$ cat src/rtl/regfile_pkg.sv
// Shared register-file types for the writeback path.
//   REG_AW / REG_DW / NUM_REGS : register file geometry
//   reg_addr_t / reg_data_t    : address and data words
//   wb_req_t                   : one writeback request {rd, data}
//   wb_src_e                   : which writeback source owns the write port
package regfile_pkg;
  localparam int REG_AW   = 4;
  localparam int REG_DW   = 16;
  localparam int NUM_REGS = 1 << REG_AW;

  typedef logic [REG_AW-1:0] reg_addr_t;
  typedef logic [REG_DW-1:0] reg_data_t;

  typedef struct packed {
    reg_addr_t rd;
    reg_data_t data;
  } wb_req_t;

  typedef enum logic [1:0] {WB_NONE, WB_ALU, WB_LSU} wb_src_e;
endpackage

$ cat src/rtl/regfile_scoreboard.sv
// Pending-write scoreboard: one bit per register, set at issue, cleared once
// the write has been presented to the register file.
//   set_en/set_rd : mark a destination as outstanding (wins over a clear)
//   clr_en/clr_rd : retire an outstanding destination
//   ra1/ra2       : hazard lookups -> hz1/hz2 (r0 never hazards)
//   chk_rd        : issue check -> chk_ok (free, or r0)
//   pending       : the scoreboard register
module regfile_scoreboard
  import regfile_pkg::*;
(
  input  logic                clk,
  input  logic                rst,
  input  logic                set_en,
  input  reg_addr_t           set_rd,
  input  logic                clr_en,
  input  reg_addr_t           clr_rd,
  input  reg_addr_t           ra1,
  input  reg_addr_t           ra2,
  input  reg_addr_t           chk_rd,
  output logic [NUM_REGS-1:0] pending,
  output logic                hz1,
  output logic                hz2,
  output logic                chk_ok
);
  logic [NUM_REGS-1:0] pending_nxt;

  // Clear first, then set, so a re-issue on the retiring register keeps its bit.
  always_comb begin
    pending_nxt = pending;
    if (clr_en) pending_nxt[clr_rd] = 1'b0;
    if (set_en) pending_nxt[set_rd] = 1'b1;
  end

  always_ff @(posedge clk) begin
    if (rst) pending <= '0;
    else     pending <= pending_nxt;
  end

  assign hz1    = pending[ra1] && (ra1 != '0);
  assign hz2    = pending[ra2] && (ra2 != '0);
  assign chk_ok = !pending[chk_rd] || (chk_rd == '0);
endmodule

$ cat src/rtl/regfile_wb_arbiter.sv
// Shares the register file write port between ALU and LSU writeback, with a
// starvation guard for the ALU, and tracks outstanding destinations.
//   issue_*      : decode issue handshake (blocked on WAW)
//   alu_* / lsu_*: writeback requests, valid/ready handshake
//   ra1/ra2      : decode read addresses -> hz1/hz2 stall flags
//   we3/wa3/wd3  : registered register file write port
//   pending      : scoreboard, for debug/perf
module regfile_wb_arbiter
  import regfile_pkg::*;
#(
  parameter int DW       = REG_DW,
  parameter int AW       = REG_AW,
  parameter int MAX_WAIT = 3
) (
  input  logic                clk,
  input  logic                rst,
  input  logic                issue_valid,
  input  logic [AW-1:0]       issue_rd,
  output logic                issue_ready,
  input  logic                alu_valid,
  input  logic [AW-1:0]       alu_rd,
  input  logic [DW-1:0]       alu_data,
  output logic                alu_ready,
  input  logic                lsu_valid,
  input  logic [AW-1:0]       lsu_rd,
  input  logic [DW-1:0]       lsu_data,
  output logic                lsu_ready,
  input  logic [AW-1:0]       ra1,
  input  logic [AW-1:0]       ra2,
  output logic                hz1,
  output logic                hz2,
  output logic                we3,
  output logic [AW-1:0]       wa3,
  output logic [DW-1:0]       wd3,
  output logic [NUM_REGS-1:0] pending
);
  localparam int WW = $clog2(MAX_WAIT + 1);

  logic [WW-1:0] alu_wait;
  wb_src_e       src;
  logic [AW-1:0] sel_rd;
  logic [DW-1:0] sel_data;
  logic          sb_hz1, sb_hz2, sb_ok;

  // LSU has priority; ALU takes over once it has lost MAX_WAIT times in a row.
  always_comb begin
    src = WB_NONE;
    if (!rst) begin
      if (alu_valid && (!lsu_valid || alu_wait == WW'(MAX_WAIT))) src = WB_ALU;
      else if (lsu_valid)                                          src = WB_LSU;
    end
  end

  assign alu_ready = (src == WB_ALU);
  assign lsu_ready = (src == WB_LSU);

  always_comb begin
    sel_rd   = lsu_rd;
    sel_data = lsu_data;
    if (src == WB_ALU) begin
      sel_rd   = alu_rd;
      sel_data = alu_data;
    end
  end

  always_ff @(posedge clk) begin
    if (rst) begin
      alu_wait <= '0;
      we3      <= 1'b0;
      wa3      <= '0;
      wd3      <= '0;
    end else begin
      if (!alu_valid || src == WB_ALU)    alu_wait <= '0;
      else if (alu_wait != WW'(MAX_WAIT)) alu_wait <= alu_wait + WW'(1);
      // r0 writes complete the handshake but never strobe the file.
      we3 <= (src != WB_NONE) && (sel_rd != '0);
      if (src != WB_NONE) begin
        wa3 <= sel_rd;
        wd3 <= sel_data;
      end
    end
  end

  regfile_scoreboard u_sb (
    .clk    (clk),
    .rst    (rst),
    .set_en (issue_valid && issue_ready && (issue_rd != '0)),
    .set_rd (issue_rd),
    .clr_en (we3),
    .clr_rd (wa3),
    .ra1    (ra1),
    .ra2    (ra2),
    .chk_rd (issue_rd),
    .pending(pending),
    .hz1    (sb_hz1),
    .hz2    (sb_hz2),
    .chk_ok (sb_ok)
  );

  assign issue_ready = !rst && sb_ok;
  assign hz1         = !rst && sb_hz1;
  assign hz2         = !rst && sb_hz2;
endmodule

$ cat config.mk
export PLATFORM = sky130hd
export DESIGN_NAME = regfile_wb_arbiter
export DESIGN_NICKNAME = d
export VERILOG_FILES = /design/src/rtl/regfile_pkg.sv /design/src/rtl/regfile_scoreboard.sv /design/src/rtl/regfile_wb_arbiter.sv
export SDC_FILE = /design/constraint.sdc
export NUM_CORES = 1
export LEC_CHECK = 0
export CAP_MARGIN = 20
export CELL_PAD_IN_SITES_DETAIL_PLACEMENT = 0
export CELL_PAD_IN_SITES_GLOBAL_PLACEMENT = 1
export CORE_ASPECT_RATIO = 1.1
export CORE_MARGIN = 1
export CORE_UTILIZATION = 34
export CTS_BUF_LIST = sky130_fd_sc_hd__clkbuf_4 sky130_fd_sc_hd__clkbuf_8
export DETAILED_ROUTE_END_ITERATION = 16
export PLACE_DENSITY_LB_ADDON = 0.1
export SLEW_MARGIN = 20
export SYNTH_ARGS = -nofsm -noshare
export SYNTH_HDL_FRONTEND = slang
export SYNTH_SLANG_ARGS = --single-unit
$ cat constraint.sdc
create_clock -name clk -period 3.3 [get_ports clk]
set_input_delay 0.66 -clock clk [delete_from_list [all_inputs] [get_ports clk]]
set_output_delay 0.66 -clock clk [all_outputs]
set_load 0.1 [all_outputs]
# ---- Word level (Yosys, flattened, before mapping)
# Index checks and enable logic that the tools add are counted.
dict set report classes {
  n_mux 17
  magnitude_cmp 6
  n_addsub 1
  bitwise 3
  n_reduce_logical 25
  eq_ne 4
}
# op count
set op_table {}
lappend op_table {{$mux 16} 3}
lappend op_table {{$lt 4x5->1 const B} 4}
lappend op_table {{$and 16x16->16} 1}
lappend op_table {{$not 16->16} 1}
lappend op_table {{$or 16x16->16} 1}
lappend op_table {{$reduce_bool 4->1} 4}
lappend op_table {{$bmux 1 s4} 3}
lappend op_table {{$logic_and 1x1->1} 11}
lappend op_table {{$demux 1 s4} 2}
lappend op_table {{$ge 4x1->1 const B} 2}
lappend op_table {{$mux 2} 3}
lappend op_table {{$mux 1} 5}
lappend op_table {{$eq 2x2->1 const B} 2}
lappend op_table {{$logic_not 1->1} 4}
lappend op_table {{$logic_not 4->1} 1}
lappend op_table {{$mux 4} 1}
lappend op_table {{$logic_or 1x1->1} 3}
lappend op_table {{$add 2x1->2 const B} 1}
lappend op_table {{$eq 2x1->1 const B} 1}
lappend op_table {{$ne 2x2->1 const B} 1}
lappend op_table {{$reduce_bool 2->1} 1}
lappend op_table {{$reduce_or 2->1} 1}
dict set report word_totals {
  in_bits 57
  ff_bits 39
  out_inout_bits 42
  word_cells 61
}

# ---- Logic depth before layout (Yosys ltp)
# Gate-level depths: netlist (run 1).
dict set report depth {
  depth_word 9
  depth_mapped 6
  depth_no_buf 5
}

# ---- Hierarchy
# From an unflattened synthesis (run 1), not the netlist that was laid out.
dict set report hier_totals {
  cells_unflattened 248
  hier_area_um2 2278.4
}
# mod n_inst cells_each seq_area_each_um2 area_per_inst_um2
set modules_own_cells {}
lappend modules_own_cells {regfile_wb_arbiter 1 118 460.4 1163.6}
lappend modules_own_cells {regfile_scoreboard 1 130 320.3 1114.8}

# ---- Worst setup path after synthesis (run 1)
# No wires, ideal clock.
dict set report synth_timing {
  path_type {register to output}
  start {register u_sb.pending[6]}
  end {output port hz1}
  path_buffers 0
  arrival_ns 3.686
  slack_ns -1.046
  required_ns 2.640
  stages_incl_launch_ff 4
  path_cell_list {dfxtp_1 > mux4_2 > mux2i_1 > o31ai_1}
}
dict set report synth_via {
  elab_chain_len 4
}
# item line_no
set synth_lines {}
lappend synth_lines {{start, declared} regfile_scoreboard.sv:20} ;# output logic [NUM_REGS-1:0] pending,
lappend synth_lines {{start signal, assigned} regfile_scoreboard.sv:36} ;# else pending <= pending_nxt;
lappend synth_lines {{$bmux 1 s4} regfile_scoreboard.sv:39} ;# assign hz1 = pending[ra1] && (ra1 != '0);
lappend synth_lines {{$mux 1 (implied by the code)} regfile_scoreboard.sv:39}
lappend synth_lines {{$logic_and 1x1->1} regfile_scoreboard.sv:39}
lappend synth_lines {{$logic_and 1x1->1} regfile_wb_arbiter.sv:101} ;# assign hz1 = !rst && sb_hz1;
lappend synth_lines {{end, declared} regfile_wb_arbiter.sv:30} ;# output logic hz1,
# No other way between the ends. The select of a mux whose other input is x is not followed.

# ---- Final worst setup path (run 1)
dict set report layout_timing {
  start {input port ra2[0]}
  end {output port hz2}
}
dict set report layout_via {
  elab_chain_len 4
  word_cells_on_any_way 5
  cone_classes {2 x mux; 3 x reduce/logical}
}
# item line_no
set layout_lines {}
lappend layout_lines {{start, declared} regfile_wb_arbiter.sv:29} ;# input logic [AW-1:0] ra2,
lappend layout_lines {{$bmux 1 s4} regfile_scoreboard.sv:40} ;# assign hz2 = pending[ra2] && (ra2 != '0);
lappend layout_lines {{$mux 1 (implied by the code)} regfile_scoreboard.sv:40}
lappend layout_lines {{$logic_and 1x1->1 *} regfile_scoreboard.sv:40}
lappend layout_lines {{$logic_and 1x1->1 *} regfile_wb_arbiter.sv:102} ;# assign hz2 = !rst && sb_hz2;
lappend layout_lines {{end, declared} regfile_wb_arbiter.sv:31} ;# output logic hz2,
# Mark *: on every way between the ends. The rest lies on a longest branch, timed or not. The select of a mux whose other input is x is not followed.

==> results of run 1 <==
-- cells by family (layout without fill, tap and decap cells) --
group,Yosys count,in the layout
simple gates,80,80
compound gates,62,62
flops,39,39
mux,36,36
buf+inv,16,113
fa+ha+maj,1,1
-- layer usage --
metal,vias up,GRT usage,routed length (um)
li1,1072,-,-
met3,4,0.0419,400
met2,75,0.310,2960
met5,-,0,0
met1,981,0.239,2740
met4,0,0.0645,72
-- worst reg2reg max path, delay by kind of cell, from the launching register on --
kind                     cells  cell delay, ps
AO/OA/AOI/OAI                1              90
adder cells (fa/ha/maj)      1             200
AND/OR/NAND/NOR              2             340
buffers and inverters        1             390
flip-flops                   1             340
multiplexers                 1             290
-- power groups by stage --
stage               registers [mW]  clock network, mW  logic (mW)
finish                       0.515              0.413       0.439
global placement             0.526                  0       0.441
floorplan                    0.681                  0       0.138
global route                 0.518              0.444       0.463
CTS                          0.516              0.429       0.442
detailed placement           0.526                  0       0.441
-- placed cells by master, fill, tap and decap left out, types with 3 or more instances in the layout --
cell type                         netlist  routed
sky130_fd_sc_hd__mux2i_1               28      28
sky130_fd_sc_hd__nand2_1               10      10
sky130_fd_sc_hd__nor2b_1                8       8
sky130_fd_sc_hd__mux4_2                 6       6
sky130_fd_sc_hd__a211oi_2              18      18
sky130_fd_sc_hd__clkbuf_8               0       6
sky130_fd_sc_hd__nor2_1                32      31
sky130_fd_sc_hd__nand2b_1               4       4
sky130_fd_sc_hd__buf_4                  2      41
sky130_fd_sc_hd__nor3_1                 3       3
sky130_fd_sc_hd__o21ai_0                5       5
sky130_fd_sc_hd__nor3b_1                4       4
sky130_fd_sc_hd__a21oi_1               16      15
sky130_fd_sc_hd__a31oi_1                4       4
sky130_fd_sc_hd__buf_12                 0       6
sky130_fd_sc_hd__a211oi_1               7       7
sky130_fd_sc_hd__dfxtp_1               39      39
sky130_fd_sc_hd__clkdlybuf4s50_1        0      55
sky130_fd_sc_hd__a311oi_1               3       3
-- flip-flops by register name (all words and copies together), names as in the netlist --
register and count:
wa3 4, alu_wait 2, wd3 16, u_sb.pending 16, we3 1
-- area by class of cell --
type / instances / area share
Clock buffer: 6 / 0.0242
Clock inverter: 2 / 0.0103
Inverter: 2 / 0.00220
Multi-Input combinational cell: 179 / 0.416
Sequential cell: 39 / 0.229
Tap cell: 80 / 0.0294
Timing Repair Buffer: 103 / 0.289
-- path summary, 6_finish.rpt --
check                                                 to  slack [ps]  cells past startpoint
worst max register to register       wd3[3]$_SDFFE_PP0P_        1480                      6
worst max-delay path                                 hz2         160                      6
worst min-delay path            alu_wait[0]$_SDFFE_PP0N_         430                      1
worst min register to register  alu_wait[0]$_SDFFE_PP0N_         430                      1
==> metrics list, run 1 <==
- The share of total power dissipated in sequential elements is 0.377.
- Post-layout utilization of the core: 0.540
- Number of search-and-repair iterations in the first detailed-routing pass: 4
- Grouping stages by cell kind, the critical path spends the most delay in buffers and inverters.
* Final-report hold violation count: 0
- Once placement finished, the instance area stood at 3290 sq um.
- The synthesized-area fraction occupied by ao, oa, aoi and oai cells was 0.225.
* Post-Synth Adder-Cell Area: 0.00555
* Largest net degree at the start of global routing: 41
- Cell total after placement: 403
* Number of global-route vias before repair: 2027
* Routability congestion estimate from global placement: 0.799
- The multi-input combinational cells in the finished layout cover a total of 1420 sq um.
* Clock skew after layout: 9.68 ps
* Synthesized net count: 292
- Data arrival time at the worst-slack endpoint: 2480 ps
- Final global-route overflow total: 0
- The HPWL after detailed placement is 4540 um.
* Leading post-synthesis cells by cell area: sky130_fd_sc_hd__dfxtp_1 35%, sky130_fd_sc_hd__mux2i_1 12%, sky130_fd_sc_hd__a211oi_2 10%, sky130_fd_sc_hd__mux4_2 6.0%, sky130_fd_sc_hd__nor2_1 5.3%
- In this run the tool buffered the top-level ports with 98 buffer cells.
- The worst-case IR drop observed on VDD is 261 uV.
- Gates resized during post-CTS repair numbered 0.
- TritonCTS built the clock tree.
- Setup violations remaining at the end of the flow were counted as 0.
* Switch share: 0.348
* Top flip-flop cell by instance count after synthesis: sky130_fd_sc_hd__dfxtp_1
* Combinational family with the most area after synthesis: compound AO/OA/AOI/OAI gates
- The region available for standard cell placement spans 6310 sq um.
- After the flow finishes, the layout carries non-filler instances totaling 411.
- Clock transition time at the flip-flop clock pins of the worst setup and hold paths: 80 ps
- Counting flops with an async set or reset pin after synthesis yields a share of 0.
- Buffers & Inverters on Critical Path: 2
* Most used standard cells in the synthesized netlist: 39 x sky130_fd_sc_hd__dfxtp_1, 32 x sky130_fd_sc_hd__nor2_1, 28 x sky130_fd_sc_hd__mux2i_1
- In this run the critical register-to-register path is launched from alu_wait[0]$_SDFFE_PP0N_.
- Non-Filler Cell Area, Final: 3410 sq um
* Count of pins over their slew limit: 0
- Data on the critical path is required at its endpoint by 2640 ps.
- Category of the worst setup path launch point: input pin
* Total number of H-tree levels: 2
- Setup repair after global routing left no endpoint under its margin.
* Highest achievable clock rate: 319 MHz
- Summed over all cells, the static leakage comes to 1.28 nW.
- DRC violations left: 0
* Place WS: 143 ps
- Die Y-Extent: 87.4 um
- In this run the count of I/O pins placed on the die edge is 99.
- Synthesis handed over a netlist of 234 instances.
- In the post-route analysis, the smallest setup slack over all paths is 161 ps.
* Power Density: 401 nW/um^2
* Number of distinct library cell variants in the gate-level netlist after synthesis: 44
- Cell taking the most area after synthesis: sky130_fd_sc_hd__dfxtp_1
- In this run, the number of DRC markers left after iteration 0 of detailed routing was 64.
- Measured against its own limit, the worst slew margin works out to 0.303.
* Share of final-layout standard cells stronger than drive strength 1: 0.275
- The internal power of the cells totals 0.891 mW.
- Critical path fanouts, max: 5
- Summed over all nets, the switching power comes to 0.476 mW.
- The worst hold path belongs to the class reg -> reg.
- Setup total negative slack on the finished layout was measured at 0 ps.
* Comb power frac: 0.321
- Hold is met by 428 ps.
* Slew at the pin with the worst max-slew slack: 1040 ps
- The number of antenna diodes in the final layout is 0.
* DIE AREA: 6970 sq um
* Placement Rows: 30
- The detail route stage leaves a number of antenna-violating nets equal to 0.
- Cells traversed along the worst timing path: clkdlybuf4s50_1 -> mux4_2 -> mux2_2 -> nand3b_1 -> o31ai_4 -> buf_12
- The tree built by TritonCTS fans out to 39 sinks.
- For the worst-skew pair, the clock arrives at the later sink with an insertion delay of 290 ps.
- Of the total synthesized cell area, the portion taken by AND, OR, NAND and NOR gates is 0.191.
* WL final: 6170 um
- Multiplexer share of the synthesized area: 0.194
- The worst setup path is of the in -> out kind.
* Clk buf depth: 2
- Area delta synth->final: 51.0%
* Post-synth top area share: 0.346
- Flop and latch count out of synthesis: 39
- Critical-path cell with the highest stage delay: sky130_fd_sc_hd__clkdlybuf4s50_1
- Overall power consumption: 1.37 mW
* Critical Path Max Stage Delay: 610 ps
* Fill cells: 612
- The startpoint identified for the worst hold timing path is alu_wait[0]$_SDFFE_PP0N_.
- The first global-routing pass estimated 10000 um of wire.
- Routed length per instance: 15.0 um
- Cell area after synthesis: 2260 sq um
- Sequential-to-total area share from yosys stat: 0.346
- The floorplan step set the die width to 79.7 um.
- For this configuration, the core starts out at a cell density of 0.358.
- CP startpoint: ra2[0]
- Layout Nets: 388
* Total number of vias: 2132
* Period utilisation layout: 0.951
- EDFF count, synth: 0
- Cts hold-fix bufs: 0
- Mean Syn Cell Area: 9.64 sq um
- Xor/xnor share of the synthesized area: 0
* Number of antenna violations at the first check in global routing: 0
- Most frequently used cell type in the post-synthesis netlist: sky130_fd_sc_hd__dfxtp_1
- Cts bufs inserted: 5
* Clock group share of total power: 0.302
* Max-capacitance violation count: 0
- The clock period could shrink to 3140 ps.
* Mean number of vias per cell: 5.19
* Count of yosys warnings during synthesis: 0
- For this run, the total global-route usage over all layers was measured as 0.188.
- Clock tree synthesis selected as its root buffer the cell sky130_fd_sc_hd__clkbuf_8.
- Run status: finished clean
- Register area: 781 sq um
- STA classifies the critical path endpoint as an output port.
- After clock tree synthesis, the setup repair step added 0 buffers.
Power figures use the tool's default switching activity.
==> run 2, diff against run 1 <==
--- a/config.mk
+++ b/config.mk
@@ -8,7 +8,7 @@
 export CAP_MARGIN = 20
 export CELL_PAD_IN_SITES_DETAIL_PLACEMENT = 0
 export CELL_PAD_IN_SITES_GLOBAL_PLACEMENT = 1
-export CORE_ASPECT_RATIO = 1.1
+export CORE_ASPECT_RATIO = 0.75
 export CORE_MARGIN = 1
 export CORE_UTILIZATION = 34
 export CTS_BUF_LIST = sky130_fd_sc_hd__clkbuf_4 sky130_fd_sc_hd__clkbuf_8
==> run 2 against run 1 <==
Net effect:
- clock-buffer cell count decreased by 1
- utilization decreased by 0.63 points
- routed wire length increased by 6.7%
- non-clock buffer count increased by 2
- largest power group unchanged
- highest routed layer unchanged
==> metrics list, run 2 (synthesis gave the netlist of run 1 again) <==
- Count of pins over their slew limit: 0 (unchanged)
- Type of destination of the critical path: output port (unchanged)
- The number of antenna repair diodes was 0 (unchanged).
* Class of the worst hold path: reg -> reg (unchanged)
* Category of the worst setup path launch point: input pin (unchanged)
* Input/output buffers: 98 (unchanged)
- Setup repair after global routing missed its margin: no (unchanged)
* Antenna-violating nets left: 0 (unchanged)
- Layout Nets: 390 (was 388)
- Boundary pin count: 99 (unchanged)
- Number of search-and-repair iterations in the first detailed-routing pass: 4 (unchanged)
- Total number of vias: 2161 (was 2132)
- Buffers inserted during post-CTS setup optimization: 0 (unchanged)
* Clock latency at the later pin of the worst-skew pair: 290 ps (about the same)
* Data required time at the worst endpoint: 2640 ps (about the same)
* Setup_tns: 0 ps (unchanged)
- Number of global-route vias before repair: 2005 (was 2027)
- Total number of H-tree levels: 2 (unchanged)
- The DRC violation count after routing was 0 (unchanged).
* Worst reg2reg path startpoint: alu_wait[0]$_SDFFE_PP0N_ (unchanged)
- Routability congestion estimate from global placement: 0.844 (was 0.799)
- Placement Rows: 25 (was 30)
- The highest fanout seen on the critical path was 5 (unchanged).
- The average detailed-routed wire length per instance came to 15.9 um (was 15.0 um).
- First-pass GRT wire length: 10300 um (was 10000 um)
* Clock transition time at the flip-flop clock pins of the worst setup and hold paths: 70 ps (was 80 ps)
- The estimated wirelength of the detail-placed design is 5030 um (was 4540 um).
* Clock skew after layout: 8.44 ps (was 9.68 ps)
- Final-report hold violation count: 0 (unchanged)
* Clock period minus worst slack: 3180 ps (was 3140 ps)
* Largest net degree at the start of global routing: 41 (unchanged)
- The layout cell share with drive strength beyond 1 came to 0.282 (was 0.275).
- The number of max-capacitance violations reported was 0 (unchanged).
- The launching instance or port of the critical path is ra2[0] (unchanged).
- Area delta synth->final: 50.3% (was 51.0%)
* Clock tree from TritonCTS: built (unchanged)
* Number of endpoints failing setup at the final stage: 0 (unchanged)
- The die boundary width is 96.1 um (was 79.7 um).
- Data arrival time at the worst-slack endpoint: 2520 ps (was 2480 ps)
- The overall power of the completed layout came to 1.28 mW (was 1.37 mW).
* Die Y-Extent: 72.5 um (was 87.4 um)
* Core Region: 6350 sq um (was 6310 sq um)
- The number of buffers added by the clock tree synthesis step is 5 (unchanged).
- The layout filler cell count was 596 (was 612).
* Slew at the pin with the worst max-slew slack: 531 ps (was 1040 ps)
* FF-to-FF path depth: 6 (unchanged)
- Commonest cells after routing, fill and taps aside: 54 x sky130_fd_sc_hd__clkdlybuf4s50_1, 44 x sky130_fd_sc_hd__buf_4, 39 x sky130_fd_sc_hd__dfxtp_1, 31 x sky130_fd_sc_hd__nor2_1, 28 x sky130_fd_sc_hd__mux2i_1 (was 55 x sky130_fd_sc_hd__clkdlybuf4s50_1, 41 x sky130_fd_sc_hd__buf_4, 39 x sky130_fd_sc_hd__dfxtp_1, 31 x sky130_fd_sc_hd__nor2_1, 28 x sky130_fd_sc_hd__mux2i_1)
- Peak VDD IR: 219 uV (was 261 uV)
- The average vias per placed instance came to 5.22 (was 5.19).
- The number of DRC violations after detailed-routing iteration 0 is 78 (was 64).
- The maximum operating frequency was 314 MHz (was 319 MHz).
- WL final: 6590 um (was 6170 um)
* Clk buf depth: 2 (unchanged)
- The final critical-path share of the clock period came to 0.964 (was 0.951).
* Number of antenna violations at the first check in global routing: 0 (unchanged)
- The count of clock tree sinks came to 39 (unchanged).
- The buffer type at the clock tree root is sky130_fd_sc_hd__clkbuf_8 (unchanged).
* Final global-route overflow total: 0 (unchanged)
- The total power density per cell area came to 378 nW/um^2 (was 401 nW/um^2).
* Starting density of the core: 0.355 (was 0.358)
* Worst setup path endpoint: hz2 (unchanged)
* Overall fraction of global-route tracks in use: 0.194 (was 0.188)
- Run status: finished clean (unchanged)
- The worst slew margin relative to its limit came to 0.646 (was 0.303).
* Register-to-register setup slack: 1510 ps (was 1480 ps)
- Leakage power: 1.27 nW (was 1.28 nW)
* Registers with the highest flip-flop counts: u_sb.pending (16), wd3 (16), wa3 (4) (unchanged)
- DIE AREA: 6970 sq um (about the same)
* Commonest non-fill, non-tap cell in the layout: sky130_fd_sc_hd__clkdlybuf4s50_1 (unchanged)
- The end of the worst register-to-register path was we3$_SDFF_PP0_ (was wd3[3]$_SDFFE_PP0P_).
- Classification of the worst setup path: in -> out (unchanged)
-- run 2: cell types whose count changed in the layout (fill, tap and decap cells not counted), sizes merged --
cell,previous run,this run
dlymetal6s2s,0,1
clkdlybuf4s50,55,54
clkbuf,6,5
bufinv,1,0
clkinvlp,0,2
buf,48,50
-- run 2: repair_timing --
action                                  4_1_cts  5_1_grt
endpoints found under the setup margin        0        1
endpoints found under the hold margin         0        0
hold buffers                                  0        0
resized for setup                             0        3
-- run 2: how the worst min path moves through the flow --
stage | start | to | slack (ps) | cells past startpoint
floorplan | alu_wait[0]$_SDFFE_PP0N_ | alu_wait[0]$_SDFFE_PP0N_ | 400 | 1
global placement | alu_wait[0]$_SDFFE_PP0N_ | alu_wait[0]$_SDFFE_PP0N_ | 420 | 1
detailed placement | alu_wait[0]$_SDFFE_PP0N_ | alu_wait[0]$_SDFFE_PP0N_ | 410 | 1
CTS | alu_wait[0]$_SDFFE_PP0N_ | alu_wait[0]$_SDFFE_PP0N_ | 430 | 1
global route | alu_wait[0]$_SDFFE_PP0N_ | alu_wait[0]$_SDFFE_PP0N_ | 450 | 1
finish | alu_wait[0]$_SDFFE_PP0N_ | alu_wait[0]$_SDFFE_PP0N_ | 430 | 1
-- run 2: worst max-delay path, cell delays in order --
cell and delay (ps):
sky130_fd_sc_hd__clkdlybuf4s50_1 630, sky130_fd_sc_hd__mux4_2 550, sky130_fd_sc_hd__mux2_2 270, sky130_fd_sc_hd__nand3b_1 120, sky130_fd_sc_hd__o31ai_4 90, sky130_fd_sc_hd__buf_12 190
-- run 2: power by group --
part           switching, mW  internal [mW]
logic                  0.290          0.153
clock network          0.176          0.147
registers             0.0218          0.494
total                  0.488          0.794
-- run 2: per-stage QoR --
step                      utilization  cell area (sq um)  hold slack (ps)  setup WS, ps  cells
after floorplan                     -               2280              398          -180    234
final                           0.534               3390              434           119    414
after CTS                       0.533               3380              432          27.5    414
after detailed placement        0.519               3290              414          31.5    406
after global placement          0.519               3290              419           116    406
after global routing            0.534               3390              448          38.0    414
-- run 2: final cells by class --
type	count	area [sq um]	area share
clock inverters	3	20.0	0.00590
inverters	2	7.51	0.00221
repair buffers	105	988	0.292
well taps	81	101	0.0299
clock buffers	5	68.8	0.0203
flip-flops and latches	39	781	0.230
multi-input cells	179	1420	0.420
-- run 2: routing by layer --
layer	up-vias	wire, um	global-route usage
met5	-	0	0
met4	0	37	0.0398
met3	5	531	0.0398
met2	70	2860	0.277
met1	1011	3150	0.297
li1	1075	-	-
==> run 3, diff against run 2 <==
--- a/config.mk
+++ b/config.mk
@@ -5,13 +5,15 @@
 export SDC_FILE = /design/constraint.sdc
 export NUM_CORES = 1
 export LEC_CHECK = 0
+export ABC_AREA = 1
 export CAP_MARGIN = 20
 export CELL_PAD_IN_SITES_DETAIL_PLACEMENT = 0
 export CELL_PAD_IN_SITES_GLOBAL_PLACEMENT = 1
 export CORE_ASPECT_RATIO = 0.75
 export CORE_MARGIN = 1
-export CORE_UTILIZATION = 34
+export CORE_UTILIZATION = 32
 export CTS_BUF_LIST = sky130_fd_sc_hd__clkbuf_4 sky130_fd_sc_hd__clkbuf_8
+export CTS_CLUSTER_DIAMETER = 200
 export DETAILED_ROUTE_END_ITERATION = 16
 export PLACE_DENSITY_LB_ADDON = 0.1
 export SLEW_MARGIN = 20
==> run 3 against run 2 <==
Net effect:
- routed wire length grew 21%
- via count up 32%
- register-to-register slack worse by 290 ps
- utilization down 5.3 points
- clock-buffer cell count unchanged
- global-route usage is 0.65 points higher
- worst hold slack better by 19 ps
- clock skew about the same
- first-iteration DRC count rose by 130%
- critical endpoint is now issue_ready
- highest routed layer unchanged
==> metrics list, run 3 <==
- Run status: finished clean (unchanged)
- The final critical-path share of the clock period was 0.947 (was 0.964).
* Input/output buffers: 98 (unchanged)
- The clock insertion delay at the later pin of the skew report is 300 ps (was 290 ps).
- Core Region: 7430 sq um (was 6350 sq um)
- The initial antenna violation count came to 0 (unchanged).
* Cells traversed along the worst timing path: clkdlybuf4s50_1 -> inv_2 -> nand2_1 -> nand2_1 -> nand2_1 -> nand2_1 -> nand2_2 -> nand2_2 -> o21ai_4 -> and2_2 -> buf_12 (was clkdlybuf4s50_1 -> mux4_2 -> mux2_2 -> nand3b_1 -> o31ai_4 -> buf_12)
* Number of distinct library cell variants in the gate-level netlist after synthesis: 30 (was 44)
* DRC violations left: 0 (unchanged)
- The number of gates resized after cts came to 0 (unchanged).
- Number of endpoints failing setup at the final stage: 0 (unchanged)
* Buffers & Inverters on Critical Path: 3 (was 2)
- Registers with the highest flip-flop counts: u_sb.pending (16), wd3 (16), wa3 (4) (unchanged)
- DRC violation total after the first TritonRoute iteration: 178 (was 78)
- The worst hold path cell count came to 1 (unchanged).
* Synthesized net count: 462 (was 292)
- The number of placed cells counting well taps is 590 (was 406).
- Most used standard cells in the synthesized netlist: 114 x sky130_fd_sc_hd__nand2_1, 61 x sky130_fd_sc_hd__inv_1, 43 x sky130_fd_sc_hd__a21oi_1 (was 39 x sky130_fd_sc_hd__dfxtp_1, 32 x sky130_fd_sc_hd__nor2_1, 28 x sky130_fd_sc_hd__mux2i_1).
* Final global-route overflow total: 0 (unchanged)
- Diode insertion count for antenna repair: 0 (unchanged)
- WL final: 7960 um (was 6590 um)
* Critical path fanouts, max: 12 (was 5)
* Highest achievable clock rate: 320 MHz (was 314 MHz)
- The capture endpoint of the worst hold path is alu_wait[0]$_SDFFE_PP0N_ (unchanged).
- The floorplan die height was 78.4 um (was 72.5 um).
* Data required time at the worst endpoint: 2640 ps (about the same)
* Boundary pin count: 99 (unchanged)
* Number of standard cells after synthesis: 404 (was 234)
- Class of the worst hold path: reg -> reg (unchanged)
- Clock tree from TritonCTS: built (unchanged)
* Sequential-to-total area share from yosys stat: 0.313 (was 0.346)
* Worst reg2reg path startpoint: alu_wait[0]$_SDFFE_PP0N_ (unchanged)
- Leading post-synthesis cells by cell area: sky130_fd_sc_hd__dfxtp_1 31%, sky130_fd_sc_hd__nand2_1 17%, sky130_fd_sc_hd__inv_1 9.2%, sky130_fd_sc_hd__a21oi_1 8.6%, sky130_fd_sc_hd__o21ai_0 7.4% (was sky130_fd_sc_hd__dfxtp_1 35%, sky130_fd_sc_hd__mux2i_1 12%, sky130_fd_sc_hd__a211oi_2 10%, sky130_fd_sc_hd__mux4_2 6.0%, sky130_fd_sc_hd__nor2_1 5.3%)
- The buffer levels on the longest clock path came to 2 (unchanged).
- The clock slew at the register clock pins of the worst setup and hold paths is 70 ps (about the same).
* Share of final-layout standard cells stronger than drive strength 1: 0.147 (was 0.282)
- Overall fraction of global-route tracks in use: 0.201 (was 0.194)
- The cell family contributing the most delay on the critical path is buffers and inverters (unchanged).
- Top flip-flop cell by instance count after synthesis: sky130_fd_sc_hd__dfxtp_1 (unchanged)
* Slew headroom: 0.592 (was 0.646)
* Cts hold-fix bufs: 0 (unchanged)
- The most common cell after layout, fill and taps aside is sky130_fd_sc_hd__nand2_1 (was sky130_fd_sc_hd__clkdlybuf4s50_1).
* Count of pins over their slew limit: 0 (unchanged)
- The number of global-route vias before repair was 2611 (was 2005).
- CTS sink cnt: 39 (unchanged)
- The mean instance size in the synthesized netlist is 6.17 sq um (was 9.64 sq um).
- The startpoint kind of the worst setup timing path is an input pin (unchanged).
* Clock skew after layout: 8.64 ps (was 8.44 ps)
- Number of standard cells in the final layout excluding fillers: 597 (was 414)
- FF-to-FF path depth: 9 (was 6)
- Register-to-register setup slack: 1220 ps (was 1510 ps)
- The die footprint is 8150 sq um (was 6970 sq um).
- The static leakage came to 1.70 nW (was 1.27 nW).
* Most frequent cell on the critical path: sky130_fd_sc_hd__nand2_1
* Power Density: 388 nW/um^2 (was 378 nW/um^2)
* Data arrival time at the worst-slack endpoint: 2460 ps (was 2520 ps)
- The die boundary width was 104 um (was 96.1 um).
- Total number of vias: 2854 (was 2161)
- The measured slew at the worst slew-check pin came to 612 ps (was 531 ps).
* Clock root buffer: sky130_fd_sc_hd__clkbuf_8 (unchanged)
- The total standard cell area after synthesis came to 2490 sq um (was 2260 sq um).
- The element type at the critical path end is an output port (unchanged).
* Commonest cells after routing, fill and taps aside: 114 x sky130_fd_sc_hd__nand2_1, 61 x sky130_fd_sc_hd__inv_1, 56 x sky130_fd_sc_hd__clkdlybuf4s50_1, 44 x sky130_fd_sc_hd__buf_4, 41 x sky130_fd_sc_hd__a21oi_1 (was 54 x sky130_fd_sc_hd__clkdlybuf4s50_1, 44 x sky130_fd_sc_hd__buf_4, 39 x sky130_fd_sc_hd__dfxtp_1, 31 x sky130_fd_sc_hd__nor2_1, 28 x sky130_fd_sc_hd__mux2i_1)
- The final net count came to 554 (was 390).
* Buffers inserted during post-CTS setup optimization: 0 (unchanged)
- The effective utilization at floorplan is 0.335 (was 0.355).
- Number of search-and-repair iterations in the first detailed-routing pass: 4 (unchanged)
* Worst hold start: alu_wait[0]$_SDFFE_PP0N_ (unchanged)
- Overall power consumption: 1.39 mW (was 1.28 mW)
- The number of buffers added by the clock tree synthesis step came to 5 (unchanged).
* Setup_tns: 0 ps (unchanged)
- The area added between synthesis and finish was 43.6% (was 50.3%).
- Mean number of vias per cell: 4.78 (was 5.22)
- The class of the most critical setup path is in -> out (unchanged).
* Post-synth top area share: 0.313 (was 0.346)
* HPWL after detailed placement: 5970 um (was 5030 um)
- The count of synthesis-stage warnings from yosys was 0 (unchanged).
- The average detailed-routed wire length per instance was 13.3 um (was 15.9 um).
* Capture point of the worst reg-to-reg path: wa3[1]$_SDFFE_PP0P_ (was we3$_SDFF_PP0_)
- Routability congestion estimate from global placement: 0.842 (was 0.844)
- The peak supply drop is 155 uV (was 219 uV).
- The top cell type by total area after synthesis is sky130_fd_sc_hd__dfxtp_1 (unchanged).
* Clock period minus worst slack: 3120 ps (was 3180 ps)
- The largest incremental delay on the critical path came to 740 ps (was 630 ps).
* Largest net degree at the start of global routing: 28 (was 41)
* Max-capacitance violation count: 0 (unchanged)
- Antenna-violating nets left: 0 (unchanged)
- The hold violation total from the final report is 0 (unchanged).
* Post-layout utilization of the core: 0.481 (was 0.534)
- The number of enable-type register cells in the synthesized netlist was 0 (unchanged).
- Flop and latch count out of synthesis: 39 (unchanged)
* Setup repair after global routing missed its margin: no (unchanged)
* Total number of H-tree levels: 2 (unchanged)
* Critical-path cell with the highest stage delay: sky130_fd_sc_hd__clkdlybuf4s50_1 (unchanged)
- The number of cell rows is 27 (was 25).
- The cell with the most instances after synthesis was sky130_fd_sc_hd__nand2_1 (was sky130_fd_sc_hd__dfxtp_1).
* First-pass GRT wire length: 12900 um (was 10300 um)
* Async set-or-reset flop fraction in the synthesized netlist: 0 (unchanged)
[run 3: metal layers]
layer | vias to the layer above | share of wire | wire [um] | global-route usage
li1 | 1478 | - | - | -
met1 | 1271 | 0.50 | 4020 | 0.278
met2 | 100 | 0.42 | 3330 | 0.312
met3 | 5 | 0.068 | 543 | 0.0482
met4 | 0 | 0.0085 | 68 | 0.0500
met5 | - | 0 | 0 | 0
[run 3: how the worst max path moves through the flow]
stage                                     start     endpoint  slack [ps]  cells past startpoint
CTS                                 issue_rd[0]  issue_ready         220                     11
detailed placement                  issue_rd[0]  issue_ready         220                     11
global route                        issue_rd[0]  issue_ready          20                     11
global placement                    issue_rd[0]  issue_ready         220                     11
finish                              issue_rd[0]  issue_ready         180                     11
floorplan           u_sb.pending[13]$_SDFF_PP0_          hz1         230                      6
[run 3: layout make-up]
cell class                      instances  area [sq um]
Timing Repair Buffer                  105           991
Multi-Input combinational cell        279          1330
Sequential cell                        39           781
Clock buffer                            5          68.8
Tap cell                              101           126
Fill cell                             810          3850
Inverter                               66           248
Clock inverter                          2          37.5
[run 3: kinds of logic (layout without fill, tap and decap cells)]
kind of cell,count (synthesis),in the layout,synth area share
buffers and inverters,86,178,0.157
adder cells (fa/ha/maj),1,1,0.00502
flip-flops,39,39,0.313
AND/OR/NAND/NOR,175,175,0.294
multiplexers,2,2,0.00804
AO/OA/AOI/OAI,101,101,0.222
[run 3: through the flow]
step | area [sq um] | setup WS (ps) | hold slack, ps
6_report | 3580 | 177 | 453
3_5_place_dp | 3470 | 220 | 425
4_1_cts | 3580 | 215 | 437
3_3_place_gp | 3470 | 225 | 411
2_1_floorplan | 2500 | 229 | 399
5_1_grt | 3580 | 20.9 | 457
[run 3: where the power goes]
group	switching [mW]	leakage, nW	internal (mW)
logic	0.327	1.33	0.150
registers	0.0197	0.319	0.495
clock network	0.175	0.0502	0.221
